**src/rtl/sprite_palette_arbiter_pkg.sv**
```systemverilog
// Shared constants and types for the sprite palette arbiter slice.
package sprite_palette_arbiter_pkg;

    localparam int NUM_REQ         = 4;
    localparam int IDX_W           = 4;
    localparam int TRANSPARENT_IDX = 0;

    typedef struct packed {
        logic [3:0] r;
        logic [3:0] g;
        logic [3:0] b;
    } rgb12_t;

endpackage

```
**src/rtl/sprite_palette_arbiter_rr_arbiter.sv**
```systemverilog
// Round-robin arbiter: one-hot grant searched upward from a rotating pointer.
module rr_arbiter #(
    parameter int N = 4
) (
    input  logic                 clk,
    input  logic                 rst,
    input  logic [N-1:0]         req,
    input  logic                 enable,
    output logic [N-1:0]         grant,
    output logic [$clog2(N)-1:0] grant_idx,
    output logic                 grant_valid
);
    import sprite_palette_arbiter_pkg::*;

    localparam int PW = $clog2(N);

    logic [PW-1:0] ptr;

    always_comb begin
        grant       = '0;
        grant_idx   = '0;
        grant_valid = 1'b0;
        for (int unsigned k = 0; k < N; k++) begin
            int unsigned cand;
            cand = 32'(ptr) + k;
            if (cand >= N) begin
                cand = cand - N;
            end
            if (enable && !grant_valid && req[cand[PW-1:0]]) begin
                grant[cand[PW-1:0]] = 1'b1;
                grant_idx           = cand[PW-1:0];
                grant_valid         = 1'b1;
            end
        end
    end

    // Pointer moves past the winner so it becomes lowest priority next time.
    always_ff @(posedge clk) begin
        if (rst) begin
            ptr <= '0;
        end else if (grant_valid) begin
            ptr <= (grant_idx == PW'(N - 1)) ? '0 : grant_idx + 1'b1;
        end
    end

endmodule

```
**src/rtl/sprite_palette_arbiter.sv**
```systemverilog
// Shares one external palette lookup among NUM_REQ sprite requesters, registered RGB response.
module sprite_palette_arbiter #(
    parameter int NUM_REQ         = sprite_palette_arbiter_pkg::NUM_REQ,
    parameter int IDX_W           = sprite_palette_arbiter_pkg::IDX_W,
    parameter int TRANSPARENT_IDX = sprite_palette_arbiter_pkg::TRANSPARENT_IDX
) (
    input  logic                       Clk,
    input  logic                       Reset,
    input  logic [NUM_REQ-1:0]         req_valid,
    input  logic [NUM_REQ*IDX_W-1:0]   req_index,
    output logic [NUM_REQ-1:0]         req_ready,
    output logic [IDX_W-1:0]           pal_index,
    input  logic [3:0]                 pal_red,
    input  logic [3:0]                 pal_green,
    input  logic [3:0]                 pal_blue,
    output logic                       rsp_valid,
    input  logic                       rsp_ready,
    output logic [$clog2(NUM_REQ)-1:0] rsp_id,
    output logic [3:0]                 rsp_red,
    output logic [3:0]                 rsp_green,
    output logic [3:0]                 rsp_blue,
    output logic                       rsp_transp
);
    import sprite_palette_arbiter_pkg::*;

    localparam int ID_W = $clog2(NUM_REQ);

    logic            can_accept;
    logic            arb_enable;
    logic            grant_valid;
    logic [ID_W-1:0] grant_idx;
    rgb12_t          pal_rgb;
    rgb12_t          rsp_rgb;

    assign can_accept = !rsp_valid || rsp_ready;
    // Reset gates the arbiter so no request is reported accepted while in reset.
    assign arb_enable = can_accept && !Reset;

    rr_arbiter #(
        .N (NUM_REQ)
    ) u_arb (
        .clk         (Clk),
        .rst         (Reset),
        .req         (req_valid),
        .enable      (arb_enable),
        .grant       (req_ready),
        .grant_idx   (grant_idx),
        .grant_valid (grant_valid)
    );

    always_comb begin
        pal_index = '0;
        if (grant_valid) begin
            pal_index = req_index[grant_idx*IDX_W +: IDX_W];
        end
    end

    assign pal_rgb = '{r: pal_red, g: pal_green, b: pal_blue};

    always_ff @(posedge Clk) begin
        if (Reset) begin
            rsp_valid  <= 1'b0;
            rsp_id     <= '0;
            rsp_rgb    <= '0;
            rsp_transp <= 1'b0;
        end else if (grant_valid) begin
            rsp_valid  <= 1'b1;
            rsp_id     <= grant_idx;
            rsp_rgb    <= pal_rgb;
            rsp_transp <= (pal_index == IDX_W'(TRANSPARENT_IDX));
        end else if (rsp_ready) begin
            rsp_valid  <= 1'b0;
        end
    end

    assign rsp_red   = rsp_rgb.r;
    assign rsp_green = rsp_rgb.g;
    assign rsp_blue  = rsp_rgb.b;

endmodule

```
**config.mk**
```make
export PLATFORM = sky130hd
export DESIGN_NAME = sprite_palette_arbiter
export DESIGN_NICKNAME = d
export VERILOG_FILES = /design/src/rtl/sprite_palette_arbiter_pkg.sv /design/src/rtl/sprite_palette_arbiter_rr_arbiter.sv /design/src/rtl/sprite_palette_arbiter.sv
export SDC_FILE = /design/constraint.sdc
export NUM_CORES = 1
export LEC_CHECK = 0
export ABC_AREA = 1
export CAP_MARGIN = 20
export CELL_PAD_IN_SITES_DETAIL_PLACEMENT = 0
export CELL_PAD_IN_SITES_GLOBAL_PLACEMENT = 1
export CORE_ASPECT_RATIO = 1.75
export CORE_UTILIZATION = 41
export DETAILED_ROUTE_END_ITERATION = 7
export DONT_BUFFER_PORTS = 1
export GPL_TIMING_DRIVEN = 0
export HOLD_SLACK_MARGIN = 0.02
export MAX_ROUTING_LAYER = met4
export PLACE_DENSITY = 0.77
export REMOVE_ABC_BUFFERS = 1
export SKIP_LAST_GASP = 1
export SLEW_MARGIN = 20
export SYNTH_ARGS = -nofsm -noshare
export SYNTH_HDL_FRONTEND = slang
export SYNTH_SLANG_ARGS = --single-unit
```
**constraint.sdc**
```tcl
create_clock -name Clk -period 3.12 [get_ports Clk]
set_input_delay 0.624 -clock Clk [delete_from_list [all_inputs] [get_ports Clk]]
set_output_delay 0.624 -clock Clk [all_outputs]
set_load 0.03 [all_outputs]
```
# Yosys cells after proc, flatten, opt, wreduce, memory -nomap -nowiden
# Cells that the tools add are included.
[classes] n_mux=36 shift=1 bitwise_logic=3 mul=0 n_lt_le_gt_ge=12 n_reduce_logical=20 eq_ne=1 div=0 add_sub_neg=8
[ops] op="4-bit two-way mux" count=5
[ops] op="2-bit two-way mux" count=9
[ops] op="16-bit by 5-bit variable part select with 4-bit output" count=1
[ops] op="1-bit two-way mux" count=14
[ops] op="1-bit logical AND" count=12
[ops] op="2-bit by 3-bit less-than comparator with 1-bit output (second input constant)" count=4
[ops] op="4-bit OR" count=3
[ops] op="3-bit >= comparator (second input constant)" count=3
[ops] op="1-bit binary-select mux with 2-bit select" count=4
[ops] op="1-bit demux with 2-bit select" count=4
[ops] op="2-bit by 1-bit >= comparator with 1-bit output (second input constant)" count=4
[ops] op="2-bit by 1-bit subtractor with 2-bit output (second input constant)" count=4
[ops] op="2-bit by 2-bit adder with 3-bit output (second input constant)" count=2
[ops] op="1-bit zero test" count=5
[ops] op="4-bit zero test" count=1
[ops] op="2-bit by 1-bit adder with 3-bit output (second input constant)" count=1
[ops] op="2-bit by 3-bit >= comparator with 1-bit output (second input constant)" count=1
[ops] op="2-bit by 1-bit adder with 2-bit output (second input constant)" count=1
[ops] op="2-bit equality test (second input constant)" count=1
[ops] op="2-bit nonzero test" count=1
[ops] op="1-bit logical OR" count=1
[word_totals] latch_bits=0 regBits=18 mem_bits_rw=0 romBits=0 mem_count=0

# Depth between registers and ports, before layout
[depth] word_depth=21 mapped_depth=17 depth_no_buf=17

# Hierarchy
# Synthesis repeated with hierarchy kept, for this count alone.
[unflattened] hier_cells=193 area_unflattened_um2=1300.0
[modules_own_cells] module="sprite_palette_arbiter" instances=1 cells_per_inst=110 area_per_inst_um2=770.7 seq_area_each_um2=320.3
[modules_own_cells] module="rr_arbiter" instances=1 cells_per_inst=83 area_per_inst_um2=529.3 seq_area_each_um2=40.0

# Least setup slack after synthesis
# OpenSTA, ideal clock, no wires.
[synth_timing] kind="register to output" from="reg u_arb.ptr[0]" to="out pal_index[0]" required_ns=2.496 path_slack_ns=0.172 stages_incl_launch_ff=14 arrival_time_ns=2.324 cell_sequence="dfxtp_1 > inv_2 > ha_1 > inv_1 > nand3_2 > nand2_2 > nand4_2 > nor2_4 > nand2_4 > nand2_8 > nand2_1 > nand2_1 > nand2_1 > a21oi_1"
[synth_between] elab_chain_cells=20 elab_cells_between_ends=43
[synth_rtl] item="from (decl)" line="sprite_palette_arbiter_rr_arbiter.sv:17" rtl="logic [PW-1:0] ptr;"
[synth_rtl] item="from (signal assigned)" line="sprite_palette_arbiter_rr_arbiter.sv:42" rtl="ptr <= (grant_idx == PW'(N - 1)) ? '0 : grant_idx + 1'b1;"
[synth_rtl] item="2-bit by 3-bit >= comparator with 1-bit output or 2-bit by 1-bit subtractor with 2-bit output (tied branches)" line="sprite_palette_arbiter_rr_arbiter.sv:26, sprite_palette_arbiter_rr_arbiter.sv:27"
[synth_rtl] item="2-bit two-way mux" line="sprite_palette_arbiter_rr_arbiter.sv:26" rtl="if (cand >= N) begin"
[synth_rtl] item="1-bit binary-select mux with 2-bit select" line="sprite_palette_arbiter_rr_arbiter.sv:29" rtl="if (enable && !grant_valid && req[cand[PW-1:0]]) begin"
[synth_rtl] item="1-bit two-way mux (implied by the code)" line="sprite_palette_arbiter_rr_arbiter.sv:29"
[synth_rtl] item="1-bit logical AND" line="sprite_palette_arbiter_rr_arbiter.sv:29"
[synth_rtl] item="1-bit two-way mux" line="sprite_palette_arbiter_rr_arbiter.sv:29"
[synth_rtl] item="1-bit zero test" line="sprite_palette_arbiter_rr_arbiter.sv:29"
[synth_rtl] item="1-bit logical AND (2 in a row)" line="sprite_palette_arbiter_rr_arbiter.sv:29"
[synth_rtl] item="1-bit two-way mux" line="sprite_palette_arbiter_rr_arbiter.sv:29"
[synth_rtl] item="1-bit zero test" line="sprite_palette_arbiter_rr_arbiter.sv:29"
[synth_rtl] item="1-bit logical AND (2 in a row)" line="sprite_palette_arbiter_rr_arbiter.sv:29"
[synth_rtl] item="1-bit two-way mux" line="sprite_palette_arbiter_rr_arbiter.sv:29"
[synth_rtl] item="1-bit zero test" line="sprite_palette_arbiter_rr_arbiter.sv:29"
[synth_rtl] item="1-bit logical AND (2 in a row)" line="sprite_palette_arbiter_rr_arbiter.sv:29"
[synth_rtl] item="2-bit two-way mux" line="sprite_palette_arbiter_rr_arbiter.sv:29"
[synth_rtl] item="16-bit by 5-bit variable part select with 4-bit output" line="sprite_palette_arbiter.sv:54" rtl="pal_index = req_index[grant_idx*IDX_W +: IDX_W];"
[synth_rtl] item="4-bit two-way mux *" line="sprite_palette_arbiter.sv:53" rtl="if (grant_valid) begin"
[synth_rtl] item="to (decl)" line="sprite_palette_arbiter.sv:12" rtl="output logic [IDX_W-1:0] pal_index,"
# Every way passes the cells marked *; elsewhere a longest branch is shown, timed or not. The select of a mux whose other input is x is not followed.

# Worst setup path after layout
[layout_timing] from="reg u_arb.ptr[0]" to="out pal_index[1]"
# Same word-level chain as after synthesis.

==> impl_metrics.json <==
{
  "status": "completed",
  "required_ns": 2.50,
  "clkPwrFrac_pct": 9.0,
  "crit_arrival_ns": 2.37,
  "grtUsageMet2_pct": 40.9,
  "finalCriticalPeriod_ns": 2.99,
  "grt-busiest-layer": "met2",
  "grt.total_usage_pct": 21.5,
  "ant_nets": 0,
  "grt-ovfl-total": 0,
  "antenna_cells": 0,
  "ir_worst_vdd_uv": 588,
  "vias_per_cell": 5.39,
  "holdWs_ns": 0.437,
  "hpwl_um": 2640,
  "fmax_mhz": 334,
  "slowest_stage": "dfxtp_4",
  "die_w_um": 44.8,
  "hold_buffers": 0,
  "core_area_mm2": 0.00299,
  "dp_slack_ns": -0.265,
  "critPathMostFrequentCell": "nand2_1",
  "cts.path.max_buffers": 2,
  "clk_pin_slew_ns": 0.06,
  "stdcell_count": 244,
  "tns_ns": 0,
  "fin_crit_sh_pct": 96.0,
  "netlist_instances": 198,
  "p_int_mw": 0.824,
  "tightest_slew_ns": 0.611,
  "cts_buffers": 3,
  "grt_pass1_vias": 1316,
  "rsz0062_at_grt": "yes",
  "synth_cell_types": 24,
  "place_inst": 236,
  "leakagePower_nw": 0.677,
  "grt_max_degree": 23,
  "wire_per_inst_um": 13.9,
  "seqPwrFrac_pct": 30.5,
  "fill_cells": 325,
  "cpPeakStageDelay_ns": 0.37,
  "post_dp_cell_area_mm2": 0.00135,
  "met1_usage_pct": 19.5,
  "path_class": "register to output port",
  "max_slew_margin_pct": 59.0,
  "start_util_pct": 44.0,
  "worstPathCellList": "inv_8, ha_2, inv_1, nand3_2, nand2_4, nand4_1, nand2_2, nand2_4, nand2_8, nand2_1, nand2_1, nand2_1, a21oi_4",
  "ios": 59,
  "cpLargestDelayFamily": "simple AND/OR/NAND/NOR gates",
  "fin_ws_ns": 0.126,
  "setup_viol": 0,
  "pwr_density_cell_mw_per_mm2": 1330,
  "die_area_mm2": 0.00345,
  "drv_cap": 0,
  "antenna_found_initial": 0,
  "yosysSeqAreaShare_pct": 27.4,
  "yosysWarningCount": 0,
  "die_h_um": 77.0,
  "grtUsageMet3_pct": 2.82,
  "cts_root_buf": "clkbuf_8",
  "critical_path.startpoint_type": "register",
  "p_sw_share_pct": 59.5,
  "detail_route.wirelength_um": 3380,
  "ys_ff_latch": 18,
  "comb_power_share_pct": 60.5,
  "finalHoldViolCount": 0,
  "layout-drive-gt1-share_pct": 23.3,
  "avgSynthCellArea_um2": 6.65,
  "routed-via-count": 1315,
  "gp_congestion": 0.856,
  "crit_fanout": 10,
  "htree_levels": 1,
  "portBuffers": 0,
  "cts_tree": "yes",
  "drv_slew": 0,
  "clock-sinks": 18,
  "drcViolationCount": 0,
  "worst-path-buf-inv": 2,
  "grt_pass1_wl_um": 5550,
  "drt_iter0_drc": 17,
  "drt_pass1_iterations": 4,
  "fin_area_mm2": 0.00153,
  "layout.nets": 242,
  "p_switching_mw": 1.21,
  "area_growth_pct": 16.3,
  "synth_area_mm2": 0.00132,
  "skew_ns": 0.00162,
  "core.rowCount": 26,
  "end_kind": "output port",
  "insertion_delay_ns": 0.25,
  "hp-class": "input pin to register"
}
cells in the mapped netlist:
| library cell | number | share of area, % |
|---|---|---|
| nor2_1 | 27 | 7.7 |
| dfxtp_1 | 18 | 27 |
| ha_1 | 4 | 3.8 |
| a21oi_1 | 13 | 4.9 |
| o21ai_0 | 18 | 6.8 |
| nand4_2 | 1 | 0.95 |
| nor2_4 | 2 | 1.7 |
| nand2_8 | 1 | 1.5 |
| a211oi_1 | 1 | 0.57 |
| clkbuf_1 | 2 | 0.57 |
| a21oi_2 | 1 | 0.67 |
| inv_2 | 4 | 1.1 |
| nand3b_1 | 3 | 1.7 |
| inv_1 | 16 | 4.6 |
| nand3_2 | 8 | 6.1 |
| buf_2 | 2 | 0.76 |
| nand2_4 | 5 | 4.3 |
| nand3_1 | 17 | 6.5 |
| o22ai_1 | 4 | 1.9 |
| nand2_1 | 43 | 12 |
| nand2_2 | 4 | 1.9 |
| nand4_1 | 1 | 0.48 |
| clkinv_1 | 2 | 0.57 |
| a21oi_4 | 1 | 1.2 |
power by group through the flow:
stage | clock network [mW] | logic, mW | registers (mW)
2_1_floorplan | 0 | 0.873 | 0.605
3_3_place_gp | 0 | 1.02 | 0.630
3_5_place_dp | 0 | 1.05 | 0.632
4_1_cts | 0.187 | 1.20 | 0.623
5_1_grt | 0.199 | 1.36 | 0.636
6_report | 0.183 | 1.23 | 0.620
per-layer routing:
layer	share of wire, %	up-vias	routed length (um)
met5	0	-	0
li1	-	658	-
met2	60	35	2040
met4	2.0	0	68
met1	34	614	1150
met3	3.6	8	122
layout make-up:
class                   count  area, um^2  area share (%)
multi-input cells         154         932            60.9
clock buffers               4        55.1            3.60
well taps                  42        52.6            3.43
flip-flops and latches     18         368            24.0
repair buffers              4        30.0            1.96
inverters                  22        92.6            6.05
sequential cells by signal, summed over array words and instances (netlist names):
signal      flops
rsp_transp      1
rsp_valid       1
rsp_red         4
rsp_green       4
rsp_id          2
u_arb.ptr       2
rsp_blue        4
through the flow:
stage	power, mW	util [%]
floorplan	1.48	-
finish	2.03	51.1
global route	2.19	51.1
CTS	2.01	50.2
global placement	1.65	45.2
detailed placement	1.68	45.2
repair_timing:
item                                    in CTS  in global routing
setup buffers                                3                  1
pin swaps                                    3                  6
endpoints found under the setup margin       8                  4
gates cloned                                 0                  0
gates resized for setup                     23                  5
final timing paths:
kind,startpoint,to,slack [ns],depth (start not counted)
min,Reset,rsp_valid$_SDFFE_PP0P_,0.44,1
max reg2reg,u_arb.ptr[0]$_SDFFE_PP0P_,rsp_transp$_SDFFE_PP0P_,0.58,11
min reg2reg,u_arb.ptr[0]$_SDFFE_PP0P_,u_arb.ptr[0]$_SDFFE_PP0P_,0.57,2
max,u_arb.ptr[0]$_SDFFE_PP0P_,pal_index[1],0.13,13
layout by cell type, fill, tap and decap left out, drive strengths merged:
cell type	netlist	routed
nand2	53	53
nor2	29	29
nand3	25	25
inv	20	20
dfxtp	18	18
o21ai	18	18
a21oi	15	15
o22ai	4	4
clkbuf	2	4
buf	2	4
ha	4	4
nand3b	3	3
clkinv	2	2
nand4	2	2
a211oi	1	1
logic make-up after synthesis:
family                   count (synthesis)  synth area share (%)
AND/OR/NAND/NOR                        112                  45.1
AO/OA/AOI/OAI                           38                  16.2
flip-flops                              18                  27.4
adder cells (fa/ha/maj)                  4                  3.80
buffers and inverters                   26                  7.60
(Power assumes the default switching activity.)
